===== config.mk =====
export PLATFORM = sky130hd
export DESIGN_NAME = reg_ser_loader_flat
export DESIGN_NICKNAME = d
export VERILOG_FILES = /design/src/rtl/reg_ser_pkg.sv /design/src/rtl/reg_ser_loader_if.sv /design/src/rtl/ser_shift_cnt.sv /design/src/rtl/reg_ser_loader.sv /design/src/flat_wrapper.sv
export SDC_FILE = /design/constraint.sdc
export NUM_CORES = 1
export LEC_CHECK = 0
export CORE_MARGIN = 2
export CORE_UTILIZATION = 37
export DETAILED_ROUTE_END_ITERATION = 7
export SYNTH_ARGS = -nofsm -noshare
export SYNTH_HDL_FRONTEND = slang
export SYNTH_SLANG_ARGS = --single-unit

===== constraint.sdc =====
create_clock -name clock -period 3.05 [get_ports clock]
set_input_delay 0.61 -clock clock [delete_from_list [all_inputs] [get_ports clock]]
set_output_delay 0.61 -clock clock [all_outputs]
set_load 0.01 [all_outputs]

===== src/rtl/reg_ser_pkg.sv =====
// Shared types and constants for the serial register loader.
package reg_ser_pkg;

  localparam int unsigned DEF_WIDTH = 16;

  typedef enum logic [2:0] {
    ST_IDLE     = 3'd0,
    ST_SHIFT    = 3'd1,
    ST_PARITY   = 3'd2,
    ST_COMMIT   = 3'd3,
    ST_WAIT_END = 3'd4
  } state_e;

endpackage


===== src/rtl/reg_ser_loader_if.sv =====
// Serial input side and register-write output side of the loader.
interface reg_ser_loader_if
  import reg_ser_pkg::*;
#(
  parameter int unsigned WIDTH = DEF_WIDTH
);

  logic             frame_in;
  logic             bit_valid_in;
  logic             bit_in;
  logic             r_en_out;
  logic [WIDTH-1:0] r_data_out;
  logic             busy_out;
  logic             parity_err_out;
  logic             frame_err_out;

  modport master (
    output frame_in, bit_valid_in, bit_in,
    input  r_en_out, r_data_out, busy_out, parity_err_out, frame_err_out
  );

  modport slave (
    input  frame_in, bit_valid_in, bit_in,
    output r_en_out, r_data_out, busy_out, parity_err_out, frame_err_out
  );

endinterface


===== src/rtl/ser_shift_cnt.sv =====
// MSB-first shift register with a saturating bit counter.
module ser_shift_cnt #(
  parameter int unsigned WIDTH = 16
) (
  input  logic             clk,
  input  logic             rst_n,
  input  logic             shift_en,
  input  logic             clr,
  input  logic             bit_in,
  output logic [WIDTH-1:0] shreg,
  output logic             last_bit
);

  localparam int unsigned CNT_W = $clog2(WIDTH + 1);

  logic [CNT_W-1:0] cnt_q, cnt_d;
  logic [WIDTH-1:0] shreg_q, shreg_d;

  // Shift in accepted bits and count them, holding at WIDTH.
  always_comb begin
    cnt_d   = cnt_q;
    shreg_d = shreg_q;
    if (clr) begin
      cnt_d = '0;
    end else if (shift_en) begin
      shreg_d = {shreg_q[WIDTH-2:0], bit_in};
      if (cnt_q != CNT_W'(WIDTH)) cnt_d = cnt_q + CNT_W'(1);
    end
  end

  // Counter and shift register state.
  always_ff @(posedge clk or negedge rst_n) begin
    if (!rst_n) begin
      cnt_q   <= '0;
      shreg_q <= '0;
    end else begin
      cnt_q   <= cnt_d;
      shreg_q <= shreg_d;
    end
  end

  // High when the next accepted bit brings the count to WIDTH.
  assign last_bit = (cnt_q == CNT_W'(WIDTH - 1));
  assign shreg    = shreg_q;

endmodule


===== src/rtl/reg_ser_loader.sv =====
// Serial-to-parallel write front end: frames, checks parity, strobes the word out.
module reg_ser_loader
  import reg_ser_pkg::*;
#(
  parameter int unsigned WIDTH     = DEF_WIDTH,
  parameter bit          PARITY_EN = 1'b1
) (
  input  logic             clock,
  input  logic             reset_n,
  reg_ser_loader_if.slave  bus
);

  state_e           state_q, state_d;
  logic             r_en_q, r_en_d;
  logic [WIDTH-1:0] r_data_q, r_data_d;
  logic             busy_q, busy_d;
  logic             perr_q, perr_d;
  logic             ferr_q, ferr_d;

  logic             shift_en;
  logic             clr;
  logic             last_bit;
  logic             par_ok;
  logic [WIDTH-1:0] shreg;

  assign shift_en = (state_q == ST_SHIFT) && bus.frame_in && bus.bit_valid_in;
  assign clr      = (state_q == ST_IDLE) && bus.frame_in;
  assign par_ok   = ~(^shreg ^ bus.bit_in);

  ser_shift_cnt #(.WIDTH(WIDTH)) u_shift (
    .clk      (clock),
    .rst_n    (reset_n),
    .shift_en (shift_en),
    .clr      (clr),
    .bit_in   (bus.bit_in),
    .shreg    (shreg),
    .last_bit (last_bit)
  );

  // Next state, error flags and the word captured on entry to COMMIT.
  always_comb begin
    state_d  = state_q;
    perr_d   = perr_q;
    ferr_d   = ferr_q;
    r_data_d = r_data_q;
    case (state_q)
      ST_IDLE: begin
        if (bus.frame_in) begin
          state_d = ST_SHIFT;
          perr_d  = 1'b0;
          ferr_d  = 1'b0;
        end
      end
      ST_SHIFT: begin
        if (!bus.frame_in) begin
          ferr_d  = 1'b1;
          state_d = ST_IDLE;
        end else if (bus.bit_valid_in && last_bit) begin
          if (PARITY_EN) begin
            state_d = ST_PARITY;
          end else begin
            // Last data bit is still in flight, so splice it in here.
            state_d  = ST_COMMIT;
            r_data_d = {shreg[WIDTH-2:0], bus.bit_in};
          end
        end
      end
      ST_PARITY: begin
        if (!bus.frame_in) begin
          ferr_d  = 1'b1;
          state_d = ST_IDLE;
        end else if (bus.bit_valid_in) begin
          if (par_ok) begin
            state_d  = ST_COMMIT;
            r_data_d = shreg;
          end else begin
            perr_d  = 1'b1;
            state_d = ST_WAIT_END;
          end
        end
      end
      ST_COMMIT:   state_d = ST_WAIT_END;
      ST_WAIT_END: if (!bus.frame_in) state_d = ST_IDLE;
      default:     state_d = ST_IDLE;
    endcase
  end

  assign r_en_d = (state_d == ST_COMMIT);
  assign busy_d = (state_d != ST_IDLE);

  // FSM and registered outputs.
  always_ff @(posedge clock or negedge reset_n) begin
    if (!reset_n) begin
      state_q  <= ST_IDLE;
      r_en_q   <= 1'b0;
      r_data_q <= '0;
      busy_q   <= 1'b0;
      perr_q   <= 1'b0;
      ferr_q   <= 1'b0;
    end else begin
      state_q  <= state_d;
      r_en_q   <= r_en_d;
      r_data_q <= r_data_d;
      busy_q   <= busy_d;
      perr_q   <= perr_d;
      ferr_q   <= ferr_d;
    end
  end

  assign bus.r_en_out       = r_en_q;
  assign bus.r_data_out     = r_data_q;
  assign bus.busy_out       = busy_q;
  assign bus.parity_err_out = perr_q;
  assign bus.frame_err_out  = ferr_q;

endmodule


===== src/flat_wrapper.sv =====
// flat-port wrapper written by rule: the top's interface ports become plain ports
module reg_ser_loader_flat import reg_ser_pkg::*;
#(
  parameter int unsigned WIDTH     = DEF_WIDTH,
  parameter bit          PARITY_EN = 1'b1
)
  (clock, reset_n, bus_frame_in, bus_bit_valid_in, bus_bit_in, bus_r_en_out, bus_r_data_out, bus_busy_out, bus_parity_err_out, bus_frame_err_out);
  reg_ser_loader_if #(.WIDTH(WIDTH)) bus_i ();
  input  logic clock;
  input  logic reset_n;
  input wire logic [$bits(bus_i.frame_in)-1:0] bus_frame_in;
  input wire logic [$bits(bus_i.bit_valid_in)-1:0] bus_bit_valid_in;
  input wire logic [$bits(bus_i.bit_in)-1:0] bus_bit_in;
  output wire logic [$bits(bus_i.r_en_out)-1:0] bus_r_en_out;
  output wire logic [$bits(bus_i.r_data_out)-1:0] bus_r_data_out;
  output wire logic [$bits(bus_i.busy_out)-1:0] bus_busy_out;
  output wire logic [$bits(bus_i.parity_err_out)-1:0] bus_parity_err_out;
  output wire logic [$bits(bus_i.frame_err_out)-1:0] bus_frame_err_out;
  assign bus_i.frame_in = bus_frame_in;
  assign bus_i.bit_valid_in = bus_bit_valid_in;
  assign bus_i.bit_in = bus_bit_in;
  assign bus_r_en_out = bus_i.r_en_out;
  assign bus_r_data_out = bus_i.r_data_out;
  assign bus_busy_out = bus_i.busy_out;
  assign bus_parity_err_out = bus_i.parity_err_out;
  assign bus_frame_err_out = bus_i.frame_err_out;
  reg_ser_loader #(.WIDTH(WIDTH), .PARITY_EN(PARITY_EN)) u_core (.clock(clock), .reset_n(reset_n), .bus(bus_i));
endmodule

==> impl_metrics.py <==
metrics = {
    "synth": {
        "syn_avg_cell_area_um2": 13.7,
        "yosys_register_bits": 44,
        "synth_top_area_cell": "dfrtp_1",
        "synth_nets": 154,
        "yosys-top-cells-area": "dfrtp_1 55%, mux2_2 14%, mux2_4 5.3%, xnor2_1 4.8%, nand2_1 2.3%",
        "synth_area_mm2": 0.00200,
        "post-synth-top-area-fraction_pct": 55.2,
        "synth.yosys.warnings": 0,
        "post_synth_num_cell_types": 31,
        "synth_cells": 146,
        "seq_area_frac_synth_pct": 55.2,
    },
    "placement": {
        "port-buffer-count": 24,
        "routabilityCongestion": 0.779,
        "place.detailed.instances": 243,
        "hpwl_um": 2380,
    },
    "setup_path": {
        "worst-setup-path-type": "in -> reg",
        "setup.worst_path.start_class": "input pin",
        "timing.critical_path.required_ns": 3.23,
        "worstReg2RegStart": "u_core.u_shift.shreg[9]",
        "cp_max_fo": 7,
        "timing.reg2reg.setup_slack_ns": 0.83,
        "path_depth_of_the_worst_reg2reg_path": 6,
        "critical_path.startpoint": "bus_bit_in",
        "regToRegEndpoint": "u_core.bus.r_data_out[1]",
        "critical_path.endpoint_type": "flip-flop",
        "critical_path_arrival_ns": 2.69,
    },
    "cells_and_area": {
        "multi_input_area_um2": 852,
        "nFillCells": 472,
        "finalNonFillerCells": 251,
        "area_growth_syn_to_layout_pct": 21.6,
        "layout-drive-gt1-share_pct": 27.1,
        "diodes": 0,
        "seqCellArea_mm2": 0.00110,
        "most_common_cell_after_layout_fill_and_taps_aside": "dfrtp_1",
        "layout_common_cells": "44 x dfrtp_1, 25 x mux2_2, 23 x clkdlybuf4s50_1",
        "number_of_nets_in_the_layout": 188,
    },
    "global_routing": {
        "busiest_layer": "met2",
        "first_global_vias": 1161,
        "gr-usage-met2_pct": 19.0,
        "grt_util_all_layers_pct": 12.4,
        "global_route.overflow_total": 0,
        "grt_use_met3_pct": 3.60,
        "grt_pass1_wl_um": 5760,
        "globalRouteMet1Util_pct": 16.2,
        "grt_start_max_net_pins": 45,
        "antenna_found_initial": 0,
    },
    "die": {
        "die-width_um": 77.4,
        "die-area_mm2": 0.00600,
        "placement_rows": 26,
        "floorplan.initialDensity_pct": 38.6,
        "top_level_ports": 25,
        "die_y_um": 77.4,
        "fp.coreArea_mm2": 0.00517,
    },
    "route": {
        "final_antenna_net_count": 0,
        "drtIter0Drc": 55,
        "routed_wl_um": 3290,
        "drc": 0,
        "drt-wirelength-per-cell_um": 13.1,
        "vias": 1174,
        "route.detailed.vias_per_inst": 4.68,
        "drt_pass1_iterations": 4,
    },
    "clock_tree": {
        "clkLatencyLatePin_ns": 0.29,
        "postCtsResizedCells": 0,
        "number_of_sinks_driven_by_the_clock_tree": 44,
        "cts_setup_buffers": 0,
        "cts_buffer_depth": 2,
        "ctsHoldBuffers": 0,
        "cts_root_buffer": "clkbuf_8",
        "htreeDepth": 2,
        "clock_tree_from_tritoncts": "built",
        "clk_pin_slew_ns": 0.08,
        "cts-buffers-inserted": 5,
    },
    "sta": {
        "slew_limit_headroom_pct": 37.1,
        "fmax_mhz": 397,
        "tns_ns": 0,
        "drv_slew": 0,
        "period_utilization_post_route_pct": 82.5,
        "clock-skew-final_ns": 0.00506,
        "worstMarginPinSlew_ns": 0.943,
        "period_needed_ns": 2.52,
        "rsz_0062_raised_after_global_routing": "no",
        "finalHoldViolCount": 0,
        "setup_violations": 0,
    },
    "run_status": {
        "outcome": "finished clean",
    },
    "power_and_ir_drop": {
        "worst_ir_drop_vdd_mv": 0.239,
        "leakage_nw": 1.15,
        "p_total_mw": 1.47,
        "powerDensity_mw_per_mm2": 606,
    },
    "hold_path": {
        "hold_class": "in -> async",
    },
    "run": {
        "maxCapViolCount": 0,
    },
}
## state kept, by name, summed over array words and instances (netlist names)
signal	cells
u_core.bus.r_data_out	16
u_core.bus.parity_err_out	1
u_core.bus.r_en_out	1
u_core.bus.busy_out	1
u_core.u_shift.cnt_q	5
u_core.u_shift.shreg	16
u_core.bus.frame_err_out	1
u_core.state_q	3
## worst max-delay path by stage
| stage | endpoint | slack (ns) | depth (start not counted) |
|---|---|---|---|
| after floorplan | u_core.bus.r_data_out[10] | 0.74 | 6 |
| after detailed placement | u_core.bus.r_data_out[3] | 0.21 | 7 |
| after global placement | u_core.bus.r_data_out[4] | 0.23 | 7 |
| final | u_core.bus.r_data_out[1] | 0.53 | 7 |
| after CTS | u_core.bus.r_data_out[1] | 0.52 | 7 |
| after global routing | u_core.bus.r_data_out[2] | 0.42 | 7 |
## metrics by stage
step / utilization, % / setup WS, ns / hold slack, ns / instance area (µm²)
CTS: 46.9 / 0.518 / 0.504 / 2430
finish: 46.9 / 0.534 / 0.461 / 2430
global placement: 45.2 / 0.225 / 0.475 / 2340
global route: 46.9 / 0.417 / 0.522 / 2430
detailed placement: 45.2 / 0.212 / 0.485 / 2340
floorplan: - / 0.740 / 0.314 / 2000
## area by class of cell
class	count	area share (%)
multi-input combinational	95	35.1
timing repair buffer	30	11.6
clock buffer	8	3.71
tap	70	3.61
inverter	4	0.619
sequential	44	45.4
## Yosys cell counts (all sizes together)
master / number
ha: 3
xor2: 3
nor2b: 2
buf: 1
nand2: 12
nor2: 8
xnor3: 2
mux2: 32
mux2i: 2
nor3: 2
nand4: 1
a21oi: 2
nand4b: 1
nor4: 1
inv: 4
nor3b: 1
o31ai: 1
dfrtp: 44
nand2b: 1
clkbuf: 2
nor4bb: 1
nand3: 2
o221ai: 1
xnor2: 12
and3: 1
o21ai: 4
## layer usage
layer	wire length, µm	up-vias	part of all wire [%]
li1	-	568	-
met4	73	0	2.2
met2	1570	19	48
met3	107	6	3.3
met1	1550	581	47
met5	0	-	0
## critical path, stage by stage
cell and delay, ns:
clkdlybuf4s50_1 0.43, xnor2_1 0.24, xnor2_2 0.16, xnor3_2 0.39, mux2i_4 0.31, buf_4 0.21
mux2_2 0.33
## cell families after synthesis
family	count (synthesis)	share of synthesized area (%)
DFF	44	55.2
xor gates and xnor gates	17	9.28
AOI/OAI and AO/OA	8	2.32
adders and majority gates	3	1.88
and+or+nand+nor	33	8.21
muxes	34	21.0
buffers and inverters	7	2.13
## report_power, final
| group | internal [mW] | switching, mW |
|---|---|---|
| combinational | 0.237 | 0.162 |
| sequential | 0.637 | 0.0612 |
| clock | 0.185 | 0.187 |
(Power assumes the default switching activity.)
